File: config.mk
export PLATFORM = sky130hd
export DESIGN_NAME = xadc_drp_arbiter
export DESIGN_NICKNAME = d
export VERILOG_FILES = /design/src/rtl/xadc_drp_arbiter.sv
export SDC_FILE = /design/constraint.sdc
export NUM_CORES = 1
export LEC_CHECK = 0
export ABC_AREA = 1
export BUFFER_PORTS_ARGS = -buffer_cell sky130_fd_sc_hd__buf_4
export CAP_MARGIN = 30
export CORE_MARGIN = 3
export CORE_UTILIZATION = 52
export DETAILED_ROUTE_END_ITERATION = 12
export PLACE_DENSITY = 0.79
export SLEW_MARGIN = 20
export SYNTH_ARGS = -nofsm -noshare
export SYNTH_HDL_FRONTEND = slang
export SYNTH_SLANG_ARGS = --single-unit
File: constraint.sdc
create_clock -name clk -period 3.5 [get_ports clk]
set_input_delay 0.35 -clock clk [delete_from_list [all_inputs] [get_ports clk]]
set_output_delay 0.35 -clock clk [all_outputs]
set_load 0.01 [all_outputs]
File: src/rtl/xadc_drp_arbiter.sv
// Arbitrates the single XADC DRP port between end-of-conversion readout and
// processor-issued DRP accesses; auto readout wins, software is never preempted.
module xadc_drp_arbiter #(
  parameter int TIMEOUT = 255
) (
  input  logic        clk,
  input  logic        reset,
  input  logic        eoc,
  input  logic [4:0]  channel,
  input  logic        sw_req,
  input  logic        sw_we,
  input  logic [6:0]  sw_addr,
  input  logic [15:0] sw_wdata,
  output logic        sw_busy,
  output logic        sw_ack,
  output logic [15:0] sw_rdata,
  output logic        sw_err,
  output logic        den,
  output logic        dwe,
  output logic [6:0]  daddr,
  output logic [15:0] di,
  input  logic        drdy,
  input  logic [15:0] do_in,
  output logic        auto_valid,
  output logic [4:0]  auto_channel,
  output logic [15:0] auto_data,
  output logic        overrun,
  output logic        timeout_err,
  input  logic        err_clr
);

  typedef enum logic [1:0] {
    IDLE      = 2'd0,
    AUTO_WAIT = 2'd1,
    SW_WAIT   = 2'd2
  } state_t;

  // Last counter value that may still see drdy; one more cycle means timeout.
  localparam logic [7:0] CNT_LAST = 8'(TIMEOUT - 1);

  state_t      state_q, state_d;
  logic [7:0]  cnt_q, cnt_d;
  logic        auto_pend_q, auto_pend_d;
  logic [4:0]  auto_ch_q, auto_ch_d;
  logic        sw_busy_q, sw_busy_d;
  logic        sw_we_q, sw_we_d;
  logic [6:0]  sw_addr_q, sw_addr_d;
  logic [15:0] sw_wdata_q, sw_wdata_d;
  logic        sw_ack_q, sw_ack_d;
  logic [15:0] sw_rdata_q, sw_rdata_d;
  logic        sw_err_q, sw_err_d;
  logic        den_q, den_d;
  logic        dwe_q, dwe_d;
  logic [6:0]  daddr_q, daddr_d;
  logic [15:0] di_q, di_d;
  logic        auto_valid_q, auto_valid_d;
  logic [4:0]  auto_channel_q, auto_channel_d;
  logic [15:0] auto_data_q, auto_data_d;
  logic        overrun_q, overrun_d;
  logic        timeout_err_q, timeout_err_d;
  logic        auto_issue_s;
  logic        timeout_set_s;

  // Next-state: DRP sequencing, request capture and sticky error flags.
  always_comb begin
    state_d        = state_q;
    cnt_d          = cnt_q;
    auto_pend_d    = auto_pend_q;
    auto_ch_d      = auto_ch_q;
    sw_busy_d      = sw_busy_q;
    sw_we_d        = sw_we_q;
    sw_addr_d      = sw_addr_q;
    sw_wdata_d     = sw_wdata_q;
    sw_ack_d       = 1'b0;
    sw_rdata_d     = sw_rdata_q;
    sw_err_d       = 1'b0;
    den_d          = 1'b0;
    dwe_d          = dwe_q;
    daddr_d        = daddr_q;
    di_d           = di_q;
    auto_valid_d   = 1'b0;
    auto_channel_d = auto_channel_q;
    auto_data_d    = auto_data_q;
    overrun_d      = overrun_q;
    timeout_err_d  = timeout_err_q;
    auto_issue_s   = 1'b0;
    timeout_set_s  = 1'b0;

    case (state_q)
      IDLE: begin
        cnt_d = 8'd0;
        if (auto_pend_q) begin
          auto_issue_s = 1'b1;
          den_d        = 1'b1;
          dwe_d        = 1'b0;
          daddr_d      = {2'b00, auto_ch_q};
          state_d      = AUTO_WAIT;
        end else if (sw_busy_q) begin
          den_d   = 1'b1;
          dwe_d   = sw_we_q;
          daddr_d = sw_addr_q;
          di_d    = sw_wdata_q;
          state_d = SW_WAIT;
        end else begin
          state_d = IDLE;
        end
      end
      AUTO_WAIT: begin
        cnt_d = cnt_q + 8'd1;
        if (drdy) begin
          auto_valid_d   = 1'b1;
          auto_data_d    = do_in;
          auto_channel_d = daddr_q[4:0];
          state_d        = IDLE;
        end else if (cnt_q == CNT_LAST) begin
          timeout_set_s = 1'b1;
          state_d       = IDLE;
        end else begin
          state_d = AUTO_WAIT;
        end
      end
      SW_WAIT: begin
        cnt_d = cnt_q + 8'd1;
        if (drdy) begin
          sw_ack_d  = 1'b1;
          sw_busy_d = 1'b0;
          state_d   = IDLE;
          if (!dwe_q) begin
            sw_rdata_d = do_in;
          end else begin
            sw_rdata_d = sw_rdata_q;
          end
        end else if (cnt_q == CNT_LAST) begin
          sw_ack_d      = 1'b1;
          sw_err_d      = 1'b1;
          sw_busy_d     = 1'b0;
          timeout_set_s = 1'b1;
          state_d       = IDLE;
        end else begin
          state_d = SW_WAIT;
        end
      end
      default: begin
        state_d = IDLE;
        cnt_d   = 8'd0;
      end
    endcase

    // A fresh eoc always re-arms; it only counts as lost if the old one was not issued.
    if (eoc) begin
      auto_pend_d = 1'b1;
      auto_ch_d   = channel;
    end else if (auto_issue_s) begin
      auto_pend_d = 1'b0;
    end else begin
      auto_pend_d = auto_pend_q;
    end

    if (sw_req && !sw_busy_q) begin
      sw_busy_d  = 1'b1;
      sw_we_d    = sw_we;
      sw_addr_d  = sw_addr;
      sw_wdata_d = sw_wdata;
    end else begin
      sw_we_d = sw_we_q;
    end

    if (eoc && auto_pend_q && !auto_issue_s) begin
      overrun_d = 1'b1;
    end else if (err_clr) begin
      overrun_d = 1'b0;
    end else begin
      overrun_d = overrun_q;
    end

    if (timeout_set_s) begin
      timeout_err_d = 1'b1;
    end else if (err_clr) begin
      timeout_err_d = 1'b0;
    end else begin
      timeout_err_d = timeout_err_q;
    end
  end

  // State and output registers.
  always_ff @(posedge clk or posedge reset) begin
    if (reset) begin
      state_q        <= IDLE;
      cnt_q          <= 8'd0;
      auto_pend_q    <= 1'b0;
      auto_ch_q      <= 5'd0;
      sw_busy_q      <= 1'b0;
      sw_we_q        <= 1'b0;
      sw_addr_q      <= 7'd0;
      sw_wdata_q     <= 16'd0;
      sw_ack_q       <= 1'b0;
      sw_rdata_q     <= 16'd0;
      sw_err_q       <= 1'b0;
      den_q          <= 1'b0;
      dwe_q          <= 1'b0;
      daddr_q        <= 7'd0;
      di_q           <= 16'd0;
      auto_valid_q   <= 1'b0;
      auto_channel_q <= 5'd0;
      auto_data_q    <= 16'd0;
      overrun_q      <= 1'b0;
      timeout_err_q  <= 1'b0;
    end else begin
      state_q        <= state_d;
      cnt_q          <= cnt_d;
      auto_pend_q    <= auto_pend_d;
      auto_ch_q      <= auto_ch_d;
      sw_busy_q      <= sw_busy_d;
      sw_we_q        <= sw_we_d;
      sw_addr_q      <= sw_addr_d;
      sw_wdata_q     <= sw_wdata_d;
      sw_ack_q       <= sw_ack_d;
      sw_rdata_q     <= sw_rdata_d;
      sw_err_q       <= sw_err_d;
      den_q          <= den_d;
      dwe_q          <= dwe_d;
      daddr_q        <= daddr_d;
      di_q           <= di_d;
      auto_valid_q   <= auto_valid_d;
      auto_channel_q <= auto_channel_d;
      auto_data_q    <= auto_data_d;
      overrun_q      <= overrun_d;
      timeout_err_q  <= timeout_err_d;
    end
  end

  assign sw_busy      = sw_busy_q;
  assign sw_ack       = sw_ack_q;
  assign sw_rdata     = sw_rdata_q;
  assign sw_err       = sw_err_q;
  assign den          = den_q;
  assign dwe          = dwe_q;
  assign daddr        = daddr_q;
  assign di           = di_q;
  assign auto_valid   = auto_valid_q;
  assign auto_channel = auto_channel_q;
  assign auto_data    = auto_data_q;
  assign overrun      = overrun_q;
  assign timeout_err  = timeout_err_q;

endmodule
==> metrics.md, run 1 <==
| Metric | Value |
|---|---|
| Status | finished clean |
| First-pass GRT wire length | 14.9 mm |
| Final period util | 0.547 |
| H-tree depth | 3 |
| Largest net degree at the start of global routing | 65 |
| Residual DRC | 0 |
| GP Congestion | 0.863 |
| Seq cells post-synth | 108 |
| CTS Buf Count | 9 |
| CTS tree | built |
| Hold_ws | 133 ps |
| Cell Area, Placed | 0.00530 sq mm |
| # rows | 32 |
| Post-CTS setup repair buffer count | 0 |
| Cell Count Post-Placement | 634 |
| Crit Path Class | reg2reg |
| Yosys warning count | 0 |
| # diodes | 0 |
| ANT nets after route | 0 |
| First-pass iteration count of the detailed router | 4 |
| Worst Setup Start Kind | flop |
| Post-CTS Resized | 0 |
| Worst slew pin tran | 749 ps |
| Final setup TNS | 0 ps |
| Die height | 97.9 microns |
| Final WL | 9.12 mm |
| Finished Cell Area | 0.00551 sq mm |
| Root Buffer Master | clkbuf_8 |
| Max-slew violation count | 0 |
| Peak VDD IR | 0.559 mV |
| Synthesized net count | 485 |
| Syn_area_per_cell | 10.3 sq um |
| Initial antenna violation count | 0 |
| Final Non-Filler Cells | 651 |
| CP Data Required Time | 3750 ps |
| Number of buffers added on ports | 118 |
| Post-synthesis sequential area ratio | 0.616 |
| Primary FF master, synth | dfrtp_1 |
| Crit-path max cell delay | 550 ps |
| CTS clk-pin slew, worst paths | 100 ps |
| Die area | 0.00958 sq mm |
| Slew margin rel. | 0.501 |
| Crit path cell chain | inv_1 -> ha_1 -> nand3_1 -> buf_6 -> nand2_1 -> o21ai_1 |
| Detailed-placement wirelength estimate | 6.63 mm |
| Synth cell types | 30 |
| Ys async rst share | 1.00 |
| Filler cells | 625 |
| Clk_lat worst skew | 360 ps |
| Total global-route track usage | 0.193 |
| Synthesized instance count | 428 |
| Final setup vio count | 0 |
| CP max FO | 18 |
| Worst setup EP type | flop |
| Max cap viols | 0 |
| LEAKAGE | 2.91 nW |
| Initial DRC count | 114 |
| Vias | 3248 |
| P per Cell Area | 854 mW/mm^2 |
| Clock Sinks | 108 |
| Layout cell share with drive strength beyond 1 | 0.332 |
| Post-Synthesis Cell Area | 0.00439 sq mm |
| Crit path arrival time | 2160 ps |
| Wire per inst | 14.0 microns |
| Vias/cell | 4.99 |
| Clk buf depth | 2 |
| Final nets | 601 |
| Layout Utilization | 0.692 |
| Core Region | 0.00797 sq mm |
| Dpl ws | 1500 ps |
| FMAX | 523 MHz |
| Total gr overflow | 0 |
| Initial Util | 0.551 |
| Min Clock Period, post-route | 1910 ps |
| Vias in the first global route | 3091 |
| Post-synth EDFFs | 0 |
| Final Power | 4.71 mW |
| Unrepaired setup endpoints after global routing | no |
| Worst hold path class | in2async |
| DIE WIDTH | 97.9 microns |
| Slowest CP cell | nand3_1 |
| I/O pin cnt | 119 |
| Hold-fix buffers, CTS | 0 |
| Slack of the critical path | 1590 ps |
| Worst Skew | 13.7 ps |
| P&R area growth vs syn | 25.6% |
| Fin. Hold Viols | 0 |
-- cells in the mapped netlist, types with 2 or more instances --
library cell	number	area share
nand2_1	84	0.072
o21ai_0	17	0.019
buf_2	8	0.0091
mux2_1	5	0.013
nand4_1	2	0.0029
clkbuf_1	2	0.0017
inv_1	61	0.052
ha_1	6	0.017
nand3_1	7	0.0080
nand2_4	2	0.0051
buf_6	5	0.013
nor2_1	31	0.027
a21oi_2	11	0.022
a21oi_1	13	0.015
nor3_1	3	0.0034
o21ai_1	27	0.031
o211ai_2	3	0.0086
o21ai_2	21	0.042
inv_2	2	0.0017
dfrtp_1	108	0.62
-- state kept, by name, summed over array words and instances (netlist names), 5 cells and up --
name / count
auto_data: 16
di: 16
sw_rdata: 16
sw_wdata_q: 16
cnt_q: 8
daddr: 7
sw_addr_q: 7
auto_ch_q: 5
auto_channel: 5
-- cells in the final DEF, fill, tap and decap left out, drive strengths merged, types with 3 or more instances in the layout --
| cell | count |
|---|---|
| a21oi | 24 |
| clkbuf | 10 |
| buf | 122 |
| mux2 | 5 |
| inv | 65 |
| nor3 | 3 |
| nor2 | 31 |
| nand3 | 8 |
| o21ai | 65 |
| nand2 | 87 |
| o211ai | 4 |
| dfrtp | 108 |
| ha | 6 |
-- worst max-delay path: cells and delay by family, from the launching register on --
kind / cells / cell delay (ps)
AO/OA/AOI/OAI: 1 / 70
adder cells (fa/ha/maj): 1 / 240
buffers and inverters: 2 / 480
flip-flops: 1 / 420
AND/OR/NAND/NOR: 2 / 620
-- routing by layer --
metal / part of all wire / GRT usage / up-vias / wire, microns
li1: - / - / 1581 / -
met1: 0.46 / 0.272 / 1544 / 4180
met2: 0.46 / 0.301 / 112 / 4180
met3: 0.074 / 0.0514 / 11 / 677
met4: 0.0087 / 0.0479 / 0 / 79
met5: 0 / 0 / - / 0
-- report_power, final --
part	total, mW	switching [mW]	internal [mW]
clock	0.702	0.418	0.284
combinational	1.93	1.04	0.889
sequential	2.08	0.304	1.77
-- layout make-up --
cell class	count	area, sq um	area share
flip-flops and latches	108	2700	0.490
multi-input cells	240	1320	0.239
repair buffers	122	940	0.170
inverters	63	239	0.0433
clock buffers	10	138	0.0250
well taps	102	128	0.0232
clock inverters	6	46.3	0.00840
-- path summary, 6_finish.rpt --
kind / start / endpoint / slack [ps] / cells past startpoint
setup / recovery: state_q[0] / sw_rdata[1] / 1590 / 6
hold / removal: reset / auto_data[2] / 130 / 2
setup reg to reg: state_q[0] / sw_rdata[1] / 1590 / 6
hold reg to reg: auto_ch_q[3] / auto_ch_q[3] / 490 / 2
max in group asynchronous: reset / sw_busy / 2530 / 3
min in group clk: err_clr / overrun / 180 / 2
-- kinds of logic (layout without fill, tap and decap cells) --
kind of cell | count (synthesis) | count (layout) | synth area share
buf+inv | 80 | 201 | 0.0838
fa+ha+maj | 6 | 6 | 0.0171
mux | 5 | 5 | 0.0128
simple gates | 131 | 131 | 0.121
flops | 108 | 108 | 0.616
compound gates | 98 | 98 | 0.149
No activity file was read; power rests on OpenSTA's default activity.
==> run 2, diff against run 1 <==
--- a/config.mk
+++ b/config.mk
@@ -5,13 +5,13 @@
 export SDC_FILE = /design/constraint.sdc
 export NUM_CORES = 1
 export LEC_CHECK = 0
-export ABC_AREA = 1
+export ABC_AREA = 0
 export BUFFER_PORTS_ARGS = -buffer_cell sky130_fd_sc_hd__buf_4
 export CAP_MARGIN = 30
 export CORE_MARGIN = 3
 export CORE_UTILIZATION = 52
 export DETAILED_ROUTE_END_ITERATION = 12
-export PLACE_DENSITY = 0.79
+export PLACE_DENSITY = 0.8
 export SLEW_MARGIN = 20
 export SYNTH_ARGS = -nofsm -noshare
 export SYNTH_HDL_FRONTEND = slang
==> constraint.sdc (replaced) <==
create_clock -name clk -period 1.9 [get_ports clk]
set_input_delay 0.19 -clock clk [delete_from_list [all_inputs] [get_ports clk]]
set_output_delay 0.19 -clock clk [all_outputs]
set_load 0.01 [all_outputs]
==> run 2 against run 1 <==
Die area decreased by 3.1%. Wire length decreased by 7.4%. Global-route usage decreased by 0.59 points. Count of clock-buffer cells in the layout increased by 1. Register-to-register slack got worse by 1400 ps. Sequential power increased by 88%. Critical path depth decreased by 1. Synthesized cell count decreased by 35%. Largest power group unchanged.
==> metrics.md, run 2 <==
| Metric | Value |
|---|---|
| Simple-Gate Fraction of Synth Area | 0.0369 (was 0.121) |
| Dpl ws | 159 ps (was 1500 ps) |
| Vias | 2662 (was 3248) |
| Initial antenna violation count | 0 (unchanged) |
| Initial DRC count | 69 (was 114) |
| Post-Synthesis Cell Area | 0.00424 sq mm (was 0.00439 sq mm) |
| Syn_area_per_cell | 15.2 sq um (was 10.3 sq um) |
| Crit Path Class | reg2reg (unchanged) |
| Final setup vio count | 0 (unchanged) |
| Layout cell share with drive strength beyond 1 | 0.552 (was 0.332) |
| Fin. Hold Viols | 0 (unchanged) |
| Worst hold path class | in2reg (was in2async) |
| Unrepaired setup endpoints after global routing | no (unchanged) |
| XOR/XNOR Fraction of Synth Area | 0.00619 (was 0) |
| Worst Setup Start Kind | flop (unchanged) |
| Crit path arrival time | 1990 ps (was 2160 ps) |
| Residual DRC | 0 (unchanged) |
| DIE WIDTH | 96.3 microns (was 97.9 microns) |
| Worst setup EP type | flop (unchanged) |
| Post-CTS Resized | 0 (unchanged) |
| Ys async rst share | 1.00 (unchanged) |
| Detailed-placement wirelength estimate | 6.24 mm (was 6.63 mm) |
| FMAX | 573 MHz (was 523 MHz) |
| Final Non-Filler Cells | 515 (was 651) |
| Die area | 0.00928 sq mm (was 0.00958 sq mm) |
| Main combinational cell family by area after synthesis | multiplexers (was compound AO/OA/AOI/OAI gates) |
| Clock Sinks | 108 (unchanged) |
| Root Buffer Master | clkbuf_8 (unchanged) |
| I/O pin cnt | 119 (unchanged) |
| Number of buffers added on ports | 118 (unchanged) |
| Worst Skew | 8.95 ps (was 13.7 ps) |
| Max-slew violation count | 0 (unchanged) |
| Hold_ws | 20.2 ps (was 133 ps) |
| First-pass GRT wire length | 13.2 mm (was 14.9 mm) |
| Clk buf depth | 2 (unchanged) |
| Clk_lat worst skew | 350 ps (was 360 ps) |
| Adder-Cell Fraction of Synth Area | 0.0177 (was 0.0171) |
| CTS tree | built (unchanged) |
| Vias in the first global route | 2791 (was 3091) |
| CTS Buf Count | 9 (unchanged) |
| Slew margin rel. | 0.624 (was 0.501) |
| Min Clock Period, post-route | 1740 ps (was 1910 ps) |
| Synthesized instance count | 279 (was 428) |
| Total gr overflow | 0 (unchanged) |
| Vias/cell | 5.17 (was 4.99) |
| Yosys warning count | 0 (unchanged) |
| Cell Count Post-Placement | 498 (was 634) |
| CP Data Required Time | 2140 ps (was 3750 ps) |
| P per Cell Area | 1590 mW/mm^2 (was 854 mW/mm^2) |
| ANT nets after route | 0 (unchanged) |
| Synthesized net count | 336 (was 485) |
| Synth Area in Compound Gates | 0.0386 (was 0.149) |
| Primary FF master, synth | dfrtp_1 (unchanged) |
| Initial Util | 0.543 (was 0.551) |
| Top-count cell post-synth | dfrtp_1 (unchanged) |
| Finished Cell Area | 0.00550 sq mm (was 0.00551 sq mm) |
| Post-CTS setup repair buffer count | 0 (unchanged) |
| Final Power | 8.75 mW (was 4.71 mW) |
| Die height | 96.3 microns (was 97.9 microns) |
| Top cell type's share of synthesized area | 0.637 (was 0.616) |
| Synth top area cells | dfrtp_1 (64%), mux2_2 (19%), mux2_4 (3.5%), ha_1 (1.8%), mux2i_1 (1.2%) (was dfrtp_1 (62%), nand2_1 (7.2%), inv_1 (5.2%), o21ai_2 (4.2%), o21ai_1 (3.1%)) |
| Synth cell types | 33 (was 30) |
| Layout Utilization | 0.704 (was 0.692) |
| Commonest non-fill, non-tap cells in the layout | buf_4 (125), dfrtp_1 (108), mux2_2 (72) (was buf_4 (120), dfrtp_1 (108), nand2_1 (83), inv_1 (60), nor2_1 (31)) |
| Largest net degree at the start of global routing | 32 (was 65) |
| Wire per inst | 16.4 microns (was 14.0 microns) |
| Worst slew pin tran | 562 ps (was 749 ps) |
| Seq cells post-synth | 108 (unchanged) |
| GP Congestion | 0.813 (was 0.863) |
| # rows | 32 (unchanged) |
| Post-synthesis sequential area ratio | 0.637 (was 0.616) |
| Slack of the critical path | 156 ps (was 1590 ps) |
| Synth top cells by count | dfrtp_1 (108), mux2_2 (72), mux2_4 (10), nand2_1 (10), o21ai_0 (10) (was dfrtp_1 (108), nand2_1 (84), inv_1 (61)) |
| Post-synth EDFFs | 0 (unchanged) |
| Multiplexer share of the synthesized area | 0.238 (was 0.0128) |
| Hold-fix buffers, CTS | 1 (was 0) |
| Max cap viols | 0 (unchanged) |
| Final WL | 8.44 mm (was 9.12 mm) |
| CP max FO | 16 (was 18) |
| P&R area growth vs syn | 29.6% (was 25.6%) |
| Final nets | 465 (was 601) |
| Dominant cell type by area after synthesis | dfrtp_1 (unchanged) |
| LEAKAGE | 2.68 nW (was 2.91 nW) |
| H-tree depth | 3 (unchanged) |
| Final period util | 0.918 (was 0.547) |
| Cell Area, Placed | 0.00531 sq mm (was 0.00530 sq mm) |
| CTS clk-pin slew, worst paths | 90 ps (was 100 ps) |
| Status | finished clean (unchanged) |
| Most common cell after layout, fill and taps aside | buf_4 (unchanged) |
| Core Region | 0.00781 sq mm (was 0.00797 sq mm) |
| # diodes | 0 (unchanged) |
| Peak VDD IR | 0.720 mV (was 0.559 mV) |
| Final setup TNS | 0 ps (unchanged) |
| Total global-route track usage | 0.187 (was 0.193) |
| First-pass iteration count of the detailed router | 4 (unchanged) |
==> run 2: cell types whose count changed after synthesis, moves of 4 or more <==
cell     previous run  this run
mux2_4              0        10
buf_2               8         4
o21ai_1            27         0
buf_6               5         1
mux2i_1             0         5
mux2_2              0        72
a21oi_2            11         0
nand2_1            84        10
inv_1              61         9
o21ai_0            17        10
mux2_1              5         0
o21ai_2            21         0
a21oi_1            13         3
nor2_1             31         1
==> run 2: cell families (layout without fill, tap and decap cells) <==
family,after synthesis,count (layout)
adder cells (fa/ha/maj),6,6
multiplexers,87,87
buffers and inverters,21,155
AND/OR/NAND/NOR,29,29
AO/OA/AOI/OAI,25,25
flip-flops,108,108
XOR/XNOR,3,3
==> run 2: critical path, cell delays in order (launching register included) <==
cell and delay (ps):
dfrtp_1 410, inv_1 90, ha_1 190, inv_1 90
or3_4 510, mux2_4 340
==> run 2: power breakdown <==
part | switching (mW) | internal (mW)
sequential | 0.588 | 3.31
clock | 0.715 | 0.605
combinational | 1.43 | 2.10
==> run 2: routing by layer <==
metal,track usage,wire [microns],vias to the layer above
met5,0,0,-
met4,0.0748,145,0
met3,0.0610,797,13
met2,0.302,3940,102
met1,0.233,3570,1316
li1,-,-,1231
==> run 2: final cells by class <==
class | count | area, sq um
multi-input cells | 150 | 1440
repair buffers | 129 | 1010
fillers | 561 | 2310
flip-flops and latches | 108 | 2700
clock buffers | 11 | 131
clock inverters | 5 | 52.6
well taps | 102 | 128
inverters | 10 | 41.3
==> run 2: worst paths after layout <==
| check | from | end | slack [ps] | cells after the start |
|---|---|---|---|---|
| setup reg to reg | state_q[0] | sw_rdata[1] | 160 | 5 |
| hold / removal | drdy | sw_err | 20 | 2 |
| max in group asynchronous | reset | daddr[6] | 850 | 4 |
| hold reg to reg | overrun | overrun | 500 | 1 |
| setup / recovery | state_q[0] | sw_rdata[1] | 160 | 5 |
| min in group asynchronous | reset | cnt_q[3] | 440 | 3 |
